`config.mk`:
```
export PLATFORM = sky130hd
export DESIGN_NAME = lcd_bus_master
export DESIGN_NICKNAME = d
export VERILOG_FILES = /design/src/rtl/lcd_bus_master.sv
export SDC_FILE = /design/constraint.sdc
export NUM_CORES = 1
export LEC_CHECK = 0
export CAP_MARGIN = 25
export CORE_MARGIN = 8
export CORE_UTILIZATION = 60
export CTS_CLUSTER_DIAMETER = 120
export DETAILED_ROUTE_END_ITERATION = 8
export DONT_BUFFER_PORTS = 1
export PLACE_DENSITY = 0.79
export SYNTH_ARGS = -nofsm -noshare
export SYNTH_HDL_FRONTEND = slang
export SYNTH_SLANG_ARGS = --single-unit
export TNS_END_PERCENT = 100
```
`constraint.sdc`:
```
create_clock -name clk -period 2.92 [get_ports clk]
set_input_delay 0.292 -clock clk [delete_from_list [all_inputs] [get_ports clk]]
set_output_delay 0.292 -clock clk [all_outputs]
set_load 0.05 [all_outputs]
```
`src/rtl/lcd_bus_master.sv`:
```
// Bus initiator for an HD44780-style LCD controller port: runs the power-up init
// sequence, then performs single-byte reads/writes requested over valid/ready.
module lcd_bus_master #(
  parameter int unsigned POWERUP_CYCLES = 750000,
  parameter int unsigned GAP_CYCLES     = 2000,
  parameter int unsigned CLEAR_CYCLES   = 82000,
  parameter int unsigned TIMEOUT_CYCLES = 1024,
  parameter int unsigned CNT_W          = 20
) (
  input  logic       clk,
  input  logic       rst,
  input  logic       req_valid,
  output logic       req_ready,
  input  logic       req_rd,
  input  logic       req_rs,
  input  logic [7:0] req_data,
  output logic       rsp_valid,
  output logic [7:0] rsp_data,
  output logic       init_done,
  output logic       err_timeout,
  output logic       nCS,
  output logic       nWR,
  output logic       nRD,
  output logic       RS,
  output logic [7:0] DB_out,
  output logic       DB_oe,
  input  logic [7:0] DB_in,
  input  logic       RDY
);

  // LOAD is the final cycle of the power-up interval, so PWR_WAIT exits one early
  localparam logic [CNT_W-1:0] PWR_LAST   = CNT_W'(POWERUP_CYCLES - 2);
  localparam logic [CNT_W-1:0] GAP_LAST   = CNT_W'(GAP_CYCLES - 1);
  localparam logic [CNT_W-1:0] CLEAR_LAST = CNT_W'(CLEAR_CYCLES - 1);
  localparam logic [CNT_W-1:0] TO_LAST    = CNT_W'(TIMEOUT_CYCLES - 1);
  localparam logic [CNT_W-1:0] CNT_MAX    = {CNT_W{1'b1}};

  typedef enum logic [2:0] {
    PWR_WAIT     = 3'd0,
    LOAD         = 3'd1,
    ARM          = 3'd2,
    ASSERT       = 3'd3,
    WAIT_ACK_LOW = 3'd4,
    WAIT_DONE    = 3'd5,
    GAP          = 3'd6,
    IDLE         = 3'd7
  } state_t;

  state_t           state;
  logic [CNT_W-1:0] cnt;
  logic [1:0]       step;
  logic             lat_rd;
  logic             lat_rs;
  logic [7:0]       lat_data;

  logic [CNT_W-1:0] cnt_up;
  logic             long_gap;
  logic [CNT_W-1:0] gap_load;

  function automatic logic [7:0] init_cmd(input logic [1:0] idx);
    case (idx)
      2'd0:    init_cmd = 8'h38;
      2'd1:    init_cmd = 8'h0C;
      2'd2:    init_cmd = 8'h01;
      default: init_cmd = 8'h06;
    endcase
  endfunction

  assign cnt_up   = (cnt == CNT_MAX) ? cnt : cnt + CNT_W'(1);
  // clear-display and return-home need the long execution time
  assign long_gap = !lat_rd && !lat_rs && ((lat_data == 8'h01) || (lat_data == 8'h02));
  assign gap_load = long_gap ? CLEAR_LAST : GAP_LAST;

  always_ff @(posedge clk) begin
    if (rst) begin
      state       <= PWR_WAIT;
      cnt         <= '0;
      step        <= 2'd0;
      lat_rd      <= 1'b0;
      lat_rs      <= 1'b0;
      lat_data    <= 8'h00;
      nCS         <= 1'b1;
      nWR         <= 1'b1;
      nRD         <= 1'b1;
      RS          <= 1'b0;
      DB_out      <= 8'h00;
      DB_oe       <= 1'b0;
      req_ready   <= 1'b0;
      rsp_valid   <= 1'b0;
      rsp_data    <= 8'h00;
      init_done   <= 1'b0;
      err_timeout <= 1'b0;
    end else begin
      rsp_valid <= 1'b0;
      case (state)
        PWR_WAIT: begin
          if (cnt >= PWR_LAST) begin
            cnt   <= '0;
            state <= LOAD;
          end else begin
            cnt <= cnt_up;
          end
        end
        LOAD: begin
          lat_rd   <= 1'b0;
          lat_rs   <= 1'b0;
          lat_data <= init_cmd(step);
          state    <= ARM;
        end
        IDLE: begin
          if (req_valid && req_ready) begin
            lat_rd    <= req_rd;
            lat_rs    <= req_rs;
            lat_data  <= req_data;
            req_ready <= 1'b0;
            state     <= ARM;
          end
        end
        ARM: begin
          if (RDY) begin
            nCS    <= 1'b0;
            nWR    <= lat_rd;
            nRD    <= !lat_rd;
            DB_oe  <= !lat_rd;
            RS     <= lat_rs;
            DB_out <= lat_data;
            state  <= ASSERT;
          end
        end
        ASSERT: begin
          cnt   <= '0;
          state <= WAIT_ACK_LOW;
        end
        WAIT_ACK_LOW: begin
          // release strobes as soon as the controller has latched, so it cannot re-trigger
          if (!RDY) begin
            nCS   <= 1'b1;
            nWR   <= 1'b1;
            nRD   <= 1'b1;
            cnt   <= '0;
            state <= WAIT_DONE;
          end else if (cnt >= TO_LAST) begin
            nCS         <= 1'b1;
            nWR         <= 1'b1;
            nRD         <= 1'b1;
            DB_oe       <= 1'b0;
            err_timeout <= 1'b1;
            cnt         <= gap_load;
            state       <= GAP;
          end else begin
            cnt <= cnt_up;
          end
        end
        WAIT_DONE: begin
          if (RDY) begin
            if (lat_rd) begin
              rsp_data  <= DB_in;
              rsp_valid <= 1'b1;
            end
            DB_oe <= 1'b0;
            cnt   <= gap_load;
            state <= GAP;
          end else if (cnt >= TO_LAST) begin
            nCS         <= 1'b1;
            nWR         <= 1'b1;
            nRD         <= 1'b1;
            DB_oe       <= 1'b0;
            err_timeout <= 1'b1;
            cnt         <= gap_load;
            state       <= GAP;
          end else begin
            cnt <= cnt_up;
          end
        end
        GAP: begin
          if (cnt == '0) begin
            if (init_done) begin
              req_ready <= 1'b1;
              state     <= IDLE;
            end else if (step == 2'd3) begin
              init_done <= 1'b1;
              req_ready <= 1'b1;
              state     <= IDLE;
            end else begin
              step  <= step + 2'd1;
              state <= LOAD;
            end
          end else begin
            cnt <= cnt - CNT_W'(1);
          end
        end
        default: begin
          nCS   <= 1'b1;
          nWR   <= 1'b1;
          nRD   <= 1'b1;
          DB_oe <= 1'b0;
          cnt   <= '0;
          state <= PWR_WAIT;
        end
      endcase
    end
  end

endmodule

```
==> run metrics, run 1 <==
Die Area approximately 0.0095 mm^2; PortBufs 0; via density per instance about 6.8; period utilization 96.1%; NumNets Final 581; H-tree Lvls 3; First-pass DRT Iterations 5; RSZ-0062 raised after global routing no; Worst Path Max Fanout 13; Post-CTS Setup Inserts 0; ys async rst share 0%; Num CTS Buffers 9; Final setup violation count 0; flops & latches, synth 60; fin cells around 630; Clock Skews approximately 0.0073 ns; Post-Route WL 12.6 mm; layout cell share with drive strength beyond 1 roughly an eighth; die width roughly 98 um; Worst setup EP type flip-flop; Post-Synthesis Cells 540; antenna violations before repair 0; Post-synth top flop dfxtp_1; Setup crit start kind flip-flop; Layout area overhead 12.8%; Slew Limit Fails 0; synthesized area per cell 7.39 um^2; setup_tns 0 ns; fin crit period 2.80 ns; Pleak 1.76 nW; Unique masters post-synth 69; Hold WS 0.0134 ns; fin area 0.00450 mm^2; via count 4314; Synth area leaders dfxtp_1 (30%), nand2_1 (7.4%), a21oi_1 (6.0%); worst path required time 3.22 ns; Initial Util around 62%; Placement Cell Area 0.00418 mm^2; CTS tree yes; total core area 0.00639 mm^2; Worst Max-Slew Pin Slew around 0.65 ns; Clock Path Buffers 2; Mapped Area 0.00399 mm^2; top post-synthesis cells by count nand2_1 (79), dfxtp_1 (60), nor2_1 (56), a21oi_1 (48), clkbuf_1 (34); cell taking the most area after synthesis dfxtp_1; top-level I/O count 47; status completed; Ys Warns 0; max-capacitance violation count 0; placed cell count 610; Reg clk slew, reported paths roughly 0.07 ns; total power 0.00511 W; Worst Path Arrival 3.10 ns; most common cell in the netlist nand2_1; largest net degree at the start of global routing 31; final hold violations 0; DR WL/cell 20.0 um; Root Driver clkbuf_8; std cell rows 29; GRT Resource Usage Total 25.5%; Max VDD drop 0.787 mV; clock sink total 60; number of DRC markers in iteration 0 526; max_slew headroom 56.2%; Seq/Total Area, Yosys approximately 30%; Hold Crit Class primary input to flip-flop; Routability Congestion 0.982; Post-synth EDFFs 0; post-route ant nets 0; vias in the first global route approximately 4000; gr ovfl total 0; # DRC 0; Crit Path Category flip-flop to flip-flop; dpl hpwl 8.62 mm; first-pass GRT wire length between 20 and 25 mm; post-synth top area share roughly 30%; chip height 97.6 um; Syn Nets 570; Worst-Skew Late Latency 0.36 ns; ANT cells 0; Peak Freq 0.357 GHz; P per Cell Area 1140 mW/mm^2; Fillers 563
==> metrics by stage <==
stage          setup slack (ns)  util [%]
2_1_floorplan             0.408         -
3_3_place_gp              0.222      65.5
3_5_place_dp              0.163      65.5
4_1_cts                   0.143      70.2
5_1_grt                 0.00367      70.5
6_report                  0.115      70.5
==> cell families after synthesis <==
family                     synth area share (%)
AOI/OAI and AO/OA                          26.4
buffers and inverters                      5.64
and+or+nand+nor                            28.4
DFF                                        30.1
muxes                                      3.32
adders and majority gates                  3.04
xor gates and xnor gates                   3.07
==> sequential cells by signal, summed over array words and instances, names as in the netlist, 2 cells and up <==
register  flops
lat_data      8
state         3
DB_out        8
step          2
rsp_data      8
cnt          20
==> worst paths after layout <==
check / start / to / slack [ns] / depth (start not counted)
worst max register to register: cnt[13] / cnt[11] / 0.12 / 7
worst min-delay path: rst / lat_data[3] / 0.01 / 1
worst min register to register: lat_data[7] / lat_data[7] / 0.48 / 2
worst max-delay path: cnt[13] / cnt[11] / 0.12 / 7
==> power breakdown <==
part / internal, W / switching (W) / total [W]
sequential: 0.000954 / 0.000264 / 0.00122
clock: 0.000590 / 0.000367 / 0.000957
combinational: 0.00115 / 0.00178 / 0.00293
==> worst max-delay path: stages, from the launching register on <==
cell      delay [ns]
dfxtp_1         0.32
or4_4           0.55
nand4b_4        0.25
or3_1           0.52
a2111o_4        0.60
nor2_8          0.23
a31o_2          0.15
a22o_1          0.12
==> cell type report <==
cell class | count | area, um^2 | share of cell area, %
Clock buffer | 10 | 138 | 3.06
Multi-Input combinational cell | 424 | 2560 | 57.0
Tap cell | 77 | 96.3 | 2.14
Timing Repair Buffer | 44 | 345 | 7.67
Clock inverter | 6 | 111 | 2.47
Inverter | 12 | 45.0 | 1.00
Sequential cell | 60 | 1200 | 26.7
==> layer usage <==
layer	wire, um	track usage, %	up-vias
li1	-	-	1983
met1	4940	29.4	2006
met2	5770	40.9	262
met3	1290	6.90	63
met4	652	15.9	0
met5	0	0	-
==> cells in the final DEF (no fill, tap or decap), types with 7 or more instances in the layout <==
cell,instances
a21oi_1,48
clkbuf_8,10
o21ai_0,21
nor3_1,18
nand2_1,79
a31oi_1,11
nor2_1,56
nor2b_1,7
ha_1,8
buf_4,37
mux2i_1,11
nand4_1,10
nor4_1,11
nand3_1,22
xnor2_1,8
a211oi_1,9
o31ai_1,9
dfxtp_1,60
inv_1,12
==> timing repair <==
action | CTS | global route
hold endpoints to repair | 12 | 3
endpoints found under the setup margin | 0 | 1
hold buffers | 5 | 1
gates resized for setup | 0 | 0
Power figures use the tool's default switching activity.
==> run 2: changes to the inputs <==
--- a/config.mk
+++ b/config.mk
@@ -5,7 +5,9 @@
 export SDC_FILE = /design/constraint.sdc
 export NUM_CORES = 1
 export LEC_CHECK = 0
+export ABC_CLOCK_PERIOD_IN_PS = 2920
 export CAP_MARGIN = 25
+export CORE_ASPECT_RATIO = 1.2
 export CORE_MARGIN = 8
 export CORE_UTILIZATION = 60
 export CTS_CLUSTER_DIAMETER = 120
==> run 2 against run 1 <==
  * Critical endpoint is now cnt[13]
  * Wire length fell by 6.2%
  * Clock skew rose by 0.0012 ns
  * Cell area fell by 1.1%
  * Non-clock buffer count fell by 6
==> run metrics, run 2 (synthesis gave the netlist of run 1 again) <==
via count 4138; number of DRC markers in iteration 0 528; CP max stage delay approximately 0.60 ns; max reg flops 20; Reg clk slew, reported paths about 0.080 ns; GRT Resource Usage Total 24.8%; gr ovfl total 0; Hold Crit Class primary input to flip-flop; Layout area overhead 11.6%; H-tree Lvls 3; slowest CP cell a2111o_4; DR WL/cell 18.7 um; # DRC 0; Pleak 1.73 nW; Initial Util 61.9%; dpl hpwl roughly 8.6 mm; clock sink total 60; total core area 0.00645 mm^2; ANT cells 0; M2 GR Usage 43.2%; layout cell share with drive strength beyond 1 about an eighth; Num CTS Buffers 9; Worst Path Arrival 3.07 ns; P per Cell Area 1130 mW/mm^2; Slew Limit Fails 0; GR Layer Usage met1 27.3%; Peak Freq 0.359 GHz; post-cts resize count 0; RSZ-0062 raised after global routing no; via density per instance roughly 6.5; fin crit period 2.78 ns; Final setup violation count 0; CTS tree yes; period utilization between 90% and 100%; max-capacitance violation count 0; First-pass DRT Iterations 7; top-level I/O count 47; worst path required time 3.20 ns; CP Buf/Inv Count 0; commonest cells after routing, fill and taps aside nand2_1 (79), dfxtp_1 (60), nor2_1 (56); Clock Skews around 0.0085 ns; final hold violations 0; Die Area 0.00953 mm^2; Worst-Skew Late Latency 0.35 ns; Worst setup EP type flip-flop; max_slew headroom 57.5%; post-route ant nets 0; CP Cell Sequence or4_4 -> nand4b_4 -> or3_1 -> a2111o_4 -> nor2_8 -> a21oi_1 -> a31oi_1; vias in the first global route 3951; antenna violations before repair 0; Top delay family on crit path simple AND/OR/NAND/NOR gates; Top reg by flops cnt; die width roughly 90 um; Post-Route WL between 10 and 15 mm; first-pass GRT wire length 19.3 mm; Max VDD drop about 0.70 mV; Routability Congestion 0.978; setup_tns 0 ns; Worst Max-Slew Pin Slew 0.636 ns; fin cells 635; chip height roughly 110 um; Post-CTS Setup Inserts 0; std cell rows 32; largest net degree at the start of global routing 48; Clock Path Buffers 2; placed cell count 618; met3 Track Usage GR 6.67%; hold buffers post-CTS 1; Crit Path Category flip-flop to flip-flop; Root Driver clkbuf_8; status completed; Setup crit start kind flip-flop; most common cell after layout, fill and taps aside nand2_1; gr busiest metal met2; PortBufs 0; NumNets Final 575; Worst Path Max Fanout 13
-- run 2: metrics by stage --
stage               power (W)  hold slack [ns]  instance area, um^2  worst slack (ns)  utilization, %
floorplan             0.00321            0.436                 3990             0.408               -
global placement      0.00393            0.369                 4190             0.209            65.1
detailed placement    0.00398            0.372                 4190             0.175            65.1
CTS                   0.00495          0.00157                 4450             0.163            69.1
global route          0.00532          0.00388                 4450            0.0116            69.1
finish                0.00502           0.0136                 4450             0.136            69.1
-- run 2: final timing paths --
kind,startpoint,endpoint,slack (ns),depth (start not counted)
min reg2reg,lat_data[7],DB_out[7],0.47,2
min,rst,cnt[5],0.01,1
max reg2reg,cnt[15],cnt[13],0.14,7
max,cnt[15],cnt[13],0.14,7
-- run 2: worst reg2reg max path, cell delays in order (launching register included) --
cell and delay [ns]:
dfxtp_1 0.36, or4_4 0.52, nand4b_4 0.25, or3_1 0.49
a2111o_4 0.60, nor2_8 0.24, a21oi_1 0.09, a31oi_1 0.17
-- run 2: report_power, final --
group / internal [W] / total [W] / switching, W
Sequential: 0.000954 / 0.00124 / 0.000290
Clock: 0.000590 / 0.000950 / 0.000360
Combinational: 0.00111 / 0.00282 / 0.00172
-- run 2: area by class of cell --
type                       instances  area (um^2)
tap                               85          106
clock inverter                     6          111
fill                             554         1990
multi-input combinational        424         2560
inverter                          12         45.0
clock buffer                      10          138
sequential                        60         1200
timing repair buffer              38          288
-- run 2: per-layer routing --
metal	wire (um)	share of wire (%)
met1	4680	39
met2	5830	49
met3	911	7.7
met4	434	3.7
met5	0	0
